<file path="src/rtl/writeback_unit_if.sv">
// Writeback port bundle: ALU/load results in, register-file write port,
// scoreboard and FIFO status out.
interface writeback_unit_if #(
  parameter int unsigned DEPTH = 4
);
  localparam int unsigned CW = $clog2(DEPTH) + 1;

  logic          alu_valid;
  logic [3:0]    alu_rz;
  logic [15:0]   alu_data;
  logic          ld_valid;
  logic          ld_ready;
  logic [3:0]    ld_rz;
  logic [15:0]   ld_data;
  logic          issue_valid;
  logic [3:0]    issue_rz;
  logic          reg_wr;
  logic [3:0]    addr_Rz;
  logic [15:0]   write_data;
  logic [15:0]   pending;
  logic [CW-1:0] fifo_count;
  logic          wb_err;

  // Execute/load/issue side
  modport master (
    output alu_valid, alu_rz, alu_data,
    output ld_valid, ld_rz, ld_data,
    output issue_valid, issue_rz,
    input  ld_ready, reg_wr, addr_Rz, write_data, pending, fifo_count, wb_err
  );

  // Writeback unit side
  modport slave (
    input  alu_valid, alu_rz, alu_data,
    input  ld_valid, ld_rz, ld_data,
    input  issue_valid, issue_rz,
    output ld_ready, reg_wr, addr_Rz, write_data, pending, fifo_count, wb_err
  );
endinterface

</file>
<file path="src/rtl/writeback_unit.sv">
// Writeback stage: merges ALU results with queued load results onto the
// register-file write port and tracks per-register outstanding writes.
module writeback_unit #(
  parameter int unsigned DEPTH = 4
) (
  input  logic             clk,
  input  logic             reset_n,
  writeback_unit_if.slave  wb
);
  localparam int unsigned PW   = $clog2(DEPTH);
  localparam int unsigned CW   = PW + 1;
  localparam int unsigned RW   = 4;
  localparam int unsigned DW   = 16;
  localparam int unsigned NREG = 16;

  typedef struct packed {
    logic [RW-1:0] rz;
    logic [DW-1:0] data;
  } ld_entry_t;

  ld_entry_t       r_mem [DEPTH];
  logic [PW-1:0]   r_wr_ptr;
  logic [PW-1:0]   r_rd_ptr;
  logic [CW-1:0]   r_count;
  logic            r_reg_wr;
  logic [RW-1:0]   r_addr;
  logic [DW-1:0]   r_data;
  logic [NREG-1:0] r_pending;
  logic            r_err;

  logic            w_full;
  logic            w_empty;
  logic            w_push;
  logic            w_pop;
  logic            w_sel;
  logic [RW-1:0]   w_sel_rz;
  logic [DW-1:0]   w_sel_data;
  ld_entry_t       w_head;
  logic [CW-1:0]   w_count_nxt;
  logic [NREG-1:0] w_set;
  logic [NREG-1:0] w_clr;
  logic [NREG-1:0] w_pending_nxt;
  logic            w_err_hit;

  // FIFO status and handshake; a same-cycle pop never frees a slot for the push
  always_comb begin
    w_full  = (r_count == CW'(DEPTH));
    w_empty = (r_count == '0);
    w_head  = r_mem[r_rd_ptr];
    w_push  = wb.ld_valid & ~w_full;
    w_pop   = ~wb.alu_valid & ~w_empty;
  end

  // Source select: ALU always wins, FIFO head waits
  always_comb begin
    w_sel      = 1'b0;
    w_sel_rz   = '0;
    w_sel_data = '0;
    if (wb.alu_valid) begin
      w_sel      = 1'b1;
      w_sel_rz   = wb.alu_rz;
      w_sel_data = wb.alu_data;
    end else if (!w_empty) begin
      w_sel      = 1'b1;
      w_sel_rz   = w_head.rz;
      w_sel_data = w_head.data;
    end
  end

  // Occupancy and scoreboard next-state; issue set overrides writeback clear
  always_comb begin
    w_count_nxt = r_count;
    case ({w_push, w_pop})
      2'b10:   w_count_nxt = r_count + CW'(1);
      2'b01:   w_count_nxt = r_count - CW'(1);
      default: w_count_nxt = r_count;
    endcase
    w_set = '0;
    w_clr = '0;
    if (wb.issue_valid) w_set = NREG'(1) << wb.issue_rz;
    if (w_sel)          w_clr = NREG'(1) << w_sel_rz;
    w_pending_nxt = (r_pending & ~w_clr) | w_set;
    w_err_hit     = w_sel & ~r_pending[w_sel_rz];
  end

  // Load storage; contents are don't-care until pushed, so no reset
  always_ff @(posedge clk) begin
    if (w_push) begin
      r_mem[r_wr_ptr] <= '{rz: wb.ld_rz, data: wb.ld_data};
    end
  end

  always_ff @(posedge clk or negedge reset_n) begin
    if (!reset_n) begin
      r_wr_ptr <= '0;
      r_rd_ptr <= '0;
      r_count  <= '0;
    end else begin
      if (w_push) r_wr_ptr <= r_wr_ptr + PW'(1);
      if (w_pop)  r_rd_ptr <= r_rd_ptr + PW'(1);
      r_count <= w_count_nxt;
    end
  end

  // Register-file write port; address/data hold when nothing is selected
  always_ff @(posedge clk or negedge reset_n) begin
    if (!reset_n) begin
      r_reg_wr <= 1'b0;
      r_addr   <= '0;
      r_data   <= '0;
    end else begin
      r_reg_wr <= w_sel;
      if (w_sel) begin
        r_addr <= w_sel_rz;
        r_data <= w_sel_data;
      end
    end
  end

  always_ff @(posedge clk or negedge reset_n) begin
    if (!reset_n) begin
      r_pending <= '0;
      r_err     <= 1'b0;
    end else begin
      r_pending <= w_pending_nxt;
      if (w_err_hit) r_err <= 1'b1;
    end
  end

  assign wb.ld_ready   = ~w_full;
  assign wb.reg_wr     = r_reg_wr;
  assign wb.addr_Rz    = r_addr;
  assign wb.write_data = r_data;
  assign wb.pending    = r_pending;
  assign wb.fifo_count = r_count;
  assign wb.wb_err     = r_err;
endmodule

</file>
<file path="src/flat_wrapper.sv">
// flat-port wrapper written by rule: the top's interface ports become plain ports
module writeback_unit_flat 
#(
  parameter int unsigned DEPTH = 4
)
  (clk, reset_n, wb_alu_valid, wb_alu_rz, wb_alu_data, wb_ld_valid, wb_ld_rz, wb_ld_data, wb_issue_valid, wb_issue_rz, wb_ld_ready, wb_reg_wr, wb_addr_Rz, wb_write_data, wb_pending, wb_fifo_count, wb_wb_err);
  writeback_unit_if #(.DEPTH(DEPTH)) wb_i ();
  input  logic clk;
  input  logic reset_n;
  input wire logic [$bits(wb_i.alu_valid)-1:0] wb_alu_valid;
  input wire logic [$bits(wb_i.alu_rz)-1:0] wb_alu_rz;
  input wire logic [$bits(wb_i.alu_data)-1:0] wb_alu_data;
  input wire logic [$bits(wb_i.ld_valid)-1:0] wb_ld_valid;
  input wire logic [$bits(wb_i.ld_rz)-1:0] wb_ld_rz;
  input wire logic [$bits(wb_i.ld_data)-1:0] wb_ld_data;
  input wire logic [$bits(wb_i.issue_valid)-1:0] wb_issue_valid;
  input wire logic [$bits(wb_i.issue_rz)-1:0] wb_issue_rz;
  output wire logic [$bits(wb_i.ld_ready)-1:0] wb_ld_ready;
  output wire logic [$bits(wb_i.reg_wr)-1:0] wb_reg_wr;
  output wire logic [$bits(wb_i.addr_Rz)-1:0] wb_addr_Rz;
  output wire logic [$bits(wb_i.write_data)-1:0] wb_write_data;
  output wire logic [$bits(wb_i.pending)-1:0] wb_pending;
  output wire logic [$bits(wb_i.fifo_count)-1:0] wb_fifo_count;
  output wire logic [$bits(wb_i.wb_err)-1:0] wb_wb_err;
  assign wb_i.alu_valid = wb_alu_valid;
  assign wb_i.alu_rz = wb_alu_rz;
  assign wb_i.alu_data = wb_alu_data;
  assign wb_i.ld_valid = wb_ld_valid;
  assign wb_i.ld_rz = wb_ld_rz;
  assign wb_i.ld_data = wb_ld_data;
  assign wb_i.issue_valid = wb_issue_valid;
  assign wb_i.issue_rz = wb_issue_rz;
  assign wb_ld_ready = wb_i.ld_ready;
  assign wb_reg_wr = wb_i.reg_wr;
  assign wb_addr_Rz = wb_i.addr_Rz;
  assign wb_write_data = wb_i.write_data;
  assign wb_pending = wb_i.pending;
  assign wb_fifo_count = wb_i.fifo_count;
  assign wb_wb_err = wb_i.wb_err;
  writeback_unit #(.DEPTH(DEPTH)) u_core (.clk(clk), .reset_n(reset_n), .wb(wb_i));
endmodule
</file>
<file path="config.mk">
export PLATFORM = sky130hd
export DESIGN_NAME = writeback_unit_flat
export DESIGN_NICKNAME = d
export VERILOG_FILES = /design/src/rtl/writeback_unit_if.sv /design/src/rtl/writeback_unit.sv /design/src/flat_wrapper.sv
export SDC_FILE = /design/constraint.sdc
export NUM_CORES = 1
export LEC_CHECK = 0
export CAP_MARGIN = 20
export CORE_MARGIN = 5
export CORE_UTILIZATION = 45
export DETAILED_ROUTE_END_ITERATION = 8
export GPL_ROUTABILITY_DRIVEN = 0
export GPL_TIMING_DRIVEN = 0
export PLACE_DENSITY = 0.73
export SLEW_MARGIN = 5
export SYNTH_ARGS = -nofsm -noshare
export SYNTH_HDL_FRONTEND = slang
export SYNTH_SLANG_ARGS = --single-unit
</file>
<file path="constraint.sdc">
create_clock -name clk -period 2.3 [get_ports clk]
set_clock_uncertainty 0.1 [all_clocks]
set_input_delay 0.575 -clock clk [delete_from_list [all_inputs] [get_ports clk]]
set_output_delay 0.575 -clock clk [all_outputs]
set_load 0.005 [all_outputs]
</file>
==> metrics list <==
- Antenna Violating Nets Remaining: 0
- Syn_area_per_cell: 15.79 um2
- Vias in the first global route: 3531
- Maximum level of the CTS H-tree: 4
* Data arrival time of the critical path: 2460 ps
- Post-layout total power: 0.009080 W
- Most common flop cell mapped by yosys: sky130_fd_sc_hd__edfxtp_1
- Pwr per Cell Area: 1305 nW/um2
- The layout has 870 filler cells.
- On the final layout, the worst hold slack is 52.95 ps.
- In this run, the number of DRC markers left after iteration 0 of detailed routing was 330.
- Clock tree synthesis selected as its root buffer the cell sky130_fd_sc_hd__clkbuf_16.
- Hold Violations, Final: 0
- For this design, the sink count on the clock tree is 125.
* Least setup slack across all paths after layout: 26.50 ps
- The most common cell in the synthesized netlist is sky130_fd_sc_hd__edfxtp_1.
* Max-cap check violation count: 0
* Initial core utilization: 0.4547
* Net total in the final layout: 493
* I/O pin total: 91
- Relative slew slack: 0.2624
- Count of pins over their slew limit: 0
* Die Footprint: 13680 um2
- Half-perimeter wire length of the detailed placement result: 8072 um
* Pin count of the biggest net entering global routing: 27
- After synthesis the netlist holds a flip-flop and latch count of 125.
* Switching power: 0.002701 W
- The smallest clock period supported by the final layout is computed as 2274 ps.
- The share of total power dissipated in the clock network is 0.291.
- Compared with the post-synthesis result, the final layout area differs by 35.12%.
- CP Data Required Time: 2490 ps
- Routed via count divided by cell count: 5.630
* Combined flip-flop and latch cell area: 3531 um2
- CTS Hold Buffers Added: 0
- Of the total power, the share spent switching nets is 0.2975.
* Sort of element at the end of the critical path: register
- Maximum count of clock buffers along a single path: 2
- Peak clock frequency supported by timing: 439.9 MHz
- Sorting the synthesized cells by area gives the leading types as sky130_fd_sc_hd__edfxtp_1 (47%), sky130_fd_sc_hd__dfrtp_1 (22%), sky130_fd_sc_hd__mux4_2 (8.3%), sky130_fd_sc_hd__a222oi_1 (3.1%), sky130_fd_sc_hd__o21ai_0 (2.9%).
- The floorplan has 39 rows.
- Buffers added on ports: 89
- Including well taps, the total number of placed cells is 559.
* Antenna violations before repair: 0
- By startpoint and endpoint, the worst setup path is classified as register to register.
* Count of flip-flops with a built-in enable after synthesis: 80
- Period utilisation layout: 0.9885
* Clk_lat worst skew: 410 ps
- Share of synthesized registers carrying an async set or reset: 0.3600
* Average wire per standard cell: 20.69 um
* Area share of the largest cell type after synthesis: 0.4667
- Global routing finished with a remaining overflow of 0.
- Area taken by multi-input logic gates: 1516 um2
- Share of layout cells above drive strength 1: 0.2040
- The first TritonRoute pass finished after 5 iterations.
- Number of antenna cells inserted: 0
* First-pass GRT wire length: 19190 um
- Highest ir drop seen on vdd: 714.7 uV
- Unrepaired setup endpoints after global routing: yes
- The share of the Yosys chip area taken by registers is 0.6855.
* Clock transition at the register clock pins on the worst setup and hold paths after CTS: 50 ps
- Counting every net in the synthesized netlist gives 381.
- The synthesized netlist occupies a cell area of 5147 um2.
* Top cells by count, synth: sky130_fd_sc_hd__edfxtp_1 (80), sky130_fd_sc_hd__dfrtp_1 (45), sky130_fd_sc_hd__o21ai_0 (30), sky130_fd_sc_hd__inv_1 (24), sky130_fd_sc_hd__mux4_2 (19)
- Post-route DRC: 0
- Gate count after technology mapping: 326
- The number of clock buffers added by TritonCTS is 17.
- The finished layout holds 594 standard cells, fillers aside.
* Die boundary width: 117.0 um
- The total area inside the core boundary comes to 11320 um2.
- Finish-stage setup viols: 0
- Timing analysis after detailed placement gives a worst setup slack of -391.3 ps.
- The die is 117.0 um tall.
- Register share of total power: 0.378
- The flow ran to the end, and the final reports show no timing, DRC or antenna violations.
* Category of the worst setup path launch point: register
- The analysis attributes to cell leakage a power of 2.607 nW.
- Logic pwr share: 0.331
* Cell taking the most area after synthesis: sky130_fd_sc_hd__edfxtp_1
- In this run, distinct cell masters in the synthesized netlist total 48.
- The internal power of the cells totals 0.006379 W.
* Maximum fanout along the worst path: 11
- After detailed routing, the total wire length is 12290 um.
- The Yosys step of the flow raised 0 warnings.
- Total negative setup slack: 0 ps
* Global-route usage over all layers: 0.1937
- Vias post-DR: 3344
- The tightest min-delay check is of the input pin to async pin type.
- TritonCTS built the clock tree.
* Least-Margin Pin Slew: 1106 ps
-- registers in the layout, indices dropped and copies added (netlist names) --
register              count
u_core.r_mem             80
u_core.wb.pending        16
u_core.wb.write_data     16
u_core.wb.addr_Rz         4
u_core.wb.fifo_count      3
u_core.r_rd_ptr           2
u_core.r_wr_ptr           2
u_core.wb.reg_wr          1
u_core.wb.wb_err          1
-- cell families after synthesis --
family	Yosys count	share of synthesized area
buffers and inverters	38	0.03136
adders and majority gates	6	0.01604
DFF	125	0.6855
AOI/OAI and AO/OA	72	0.1011
muxes	26	0.09990
and+or+nand+nor	53	0.05591
xor gates and xnor gates	6	0.01021
-- final timing paths --
| check | startpoint | to | slack (ps) | depth (start not counted) |
|---|---|---|---|---|
| max | u_core.wb.fifo_count[2] | u_core.wb.fifo_count[2] | 30 | 10 |
| min | reset_n | u_core.wb.reg_wr | 50 | 1 |
| max reg2reg | u_core.wb.fifo_count[2] | u_core.wb.fifo_count[2] | 30 | 10 |
| min reg2reg | u_core.wb.addr_Rz[0] | u_core.wb.addr_Rz[0] | 380 | 2 |
| max in group asynchronous | reset_n | u_core.wb.fifo_count[2] | 1510 | 2 |
| min in group clk | u_core.wb.addr_Rz[0] | u_core.wb.addr_Rz[0] | 380 | 2 |
-- critical path, cell delays in order (launching register included) --
cell                        delay (ps)
sky130_fd_sc_hd__dfrtp_2           410
sky130_fd_sc_hd__or3_4             420
sky130_fd_sc_hd__nand2_4           110
sky130_fd_sc_hd__inv_4              90
sky130_fd_sc_hd__clkbuf_16         190
sky130_fd_sc_hd__ha_4              160
sky130_fd_sc_hd__inv_1              70
sky130_fd_sc_hd__fa_2              200
sky130_fd_sc_hd__xor2_1            170
sky130_fd_sc_hd__nor2_1             80
sky130_fd_sc_hd__xor2_1            140
-- area by class of cell --
cell class | count | share of cell area
Clock inverter | 11 | 0.02051
Buffer | 10 | 0.01277
Clock buffer | 21 | 0.06476
Timing Repair Buffer | 95 | 0.1355
Tap cell | 143 | 0.02572
Inverter | 26 | 0.01511
Multi-Input combinational cell | 163 | 0.2180
Sequential cell | 125 | 0.5076
-- per-stage QoR --
step	area (um2)	utilization
2_1_floorplan	5190	-
3_3_place_gp	6260	0.5529
3_5_place_dp	6275	0.5543
4_1_cts	6913	0.6106
5_1_grt	6955	0.6144
6_report	6955	0.6144
-- repair_timing --
action | in CTS | in global routing
pin swaps | 2 | 2
buffers inserted | 4 | 1
gates resized for setup | 10 | 11
hold endpoints to repair | 0 | 0
endpoints found under the setup margin | 23 | 15
-- cell usage in the layout (no fill, tap or decap), drive strengths merged, types with 2 or more instances in the layout --
master	n
a31o	2
edfxtp	80
nand2b	5
clkdlybuf4s50	87
ha	5
a21oi	4
nor2	7
mux2	4
nand3b	2
nand2	14
and3	5
a222oi	16
clkinvlp	4
xnor2	4
mux2i	3
mux4	19
clkbuf	25
inv	25
o21ai	38
xor2	2
buf	13
bufinv	3
clkinv	5
or2	2
dfrtp	45
nand3	12
and2	3
-- metal layers --
metal | up-vias | share of wire | track usage | routed length, um
li1 | 1497 | - | - | -
met1 | 1681 | 0.42 | 0.2431 | 5111
met2 | 147 | 0.50 | 0.3193 | 6105
met3 | 19 | 0.072 | 0.05964 | 879
met4 | 0 | 0.016 | 0.07110 | 192
met5 | - | 0 | 0 | 0
-- power by group through the flow --
| stage | combinational, W | clock (W) | sequential [W] |
|---|---|---|---|
| after floorplan | 0.00161 | 0 | 0.00339 |
| after global placement | 0.00281 | 0 | 0.00341 |
| after detailed placement | 0.00288 | 0 | 0.00345 |
| after CTS | 0.00297 | 0.00267 | 0.00341 |
| after global routing | 0.00327 | 0.00280 | 0.00350 |
| final | 0.00301 | 0.00264 | 0.00343 |
Power figures use the tool's default switching activity.
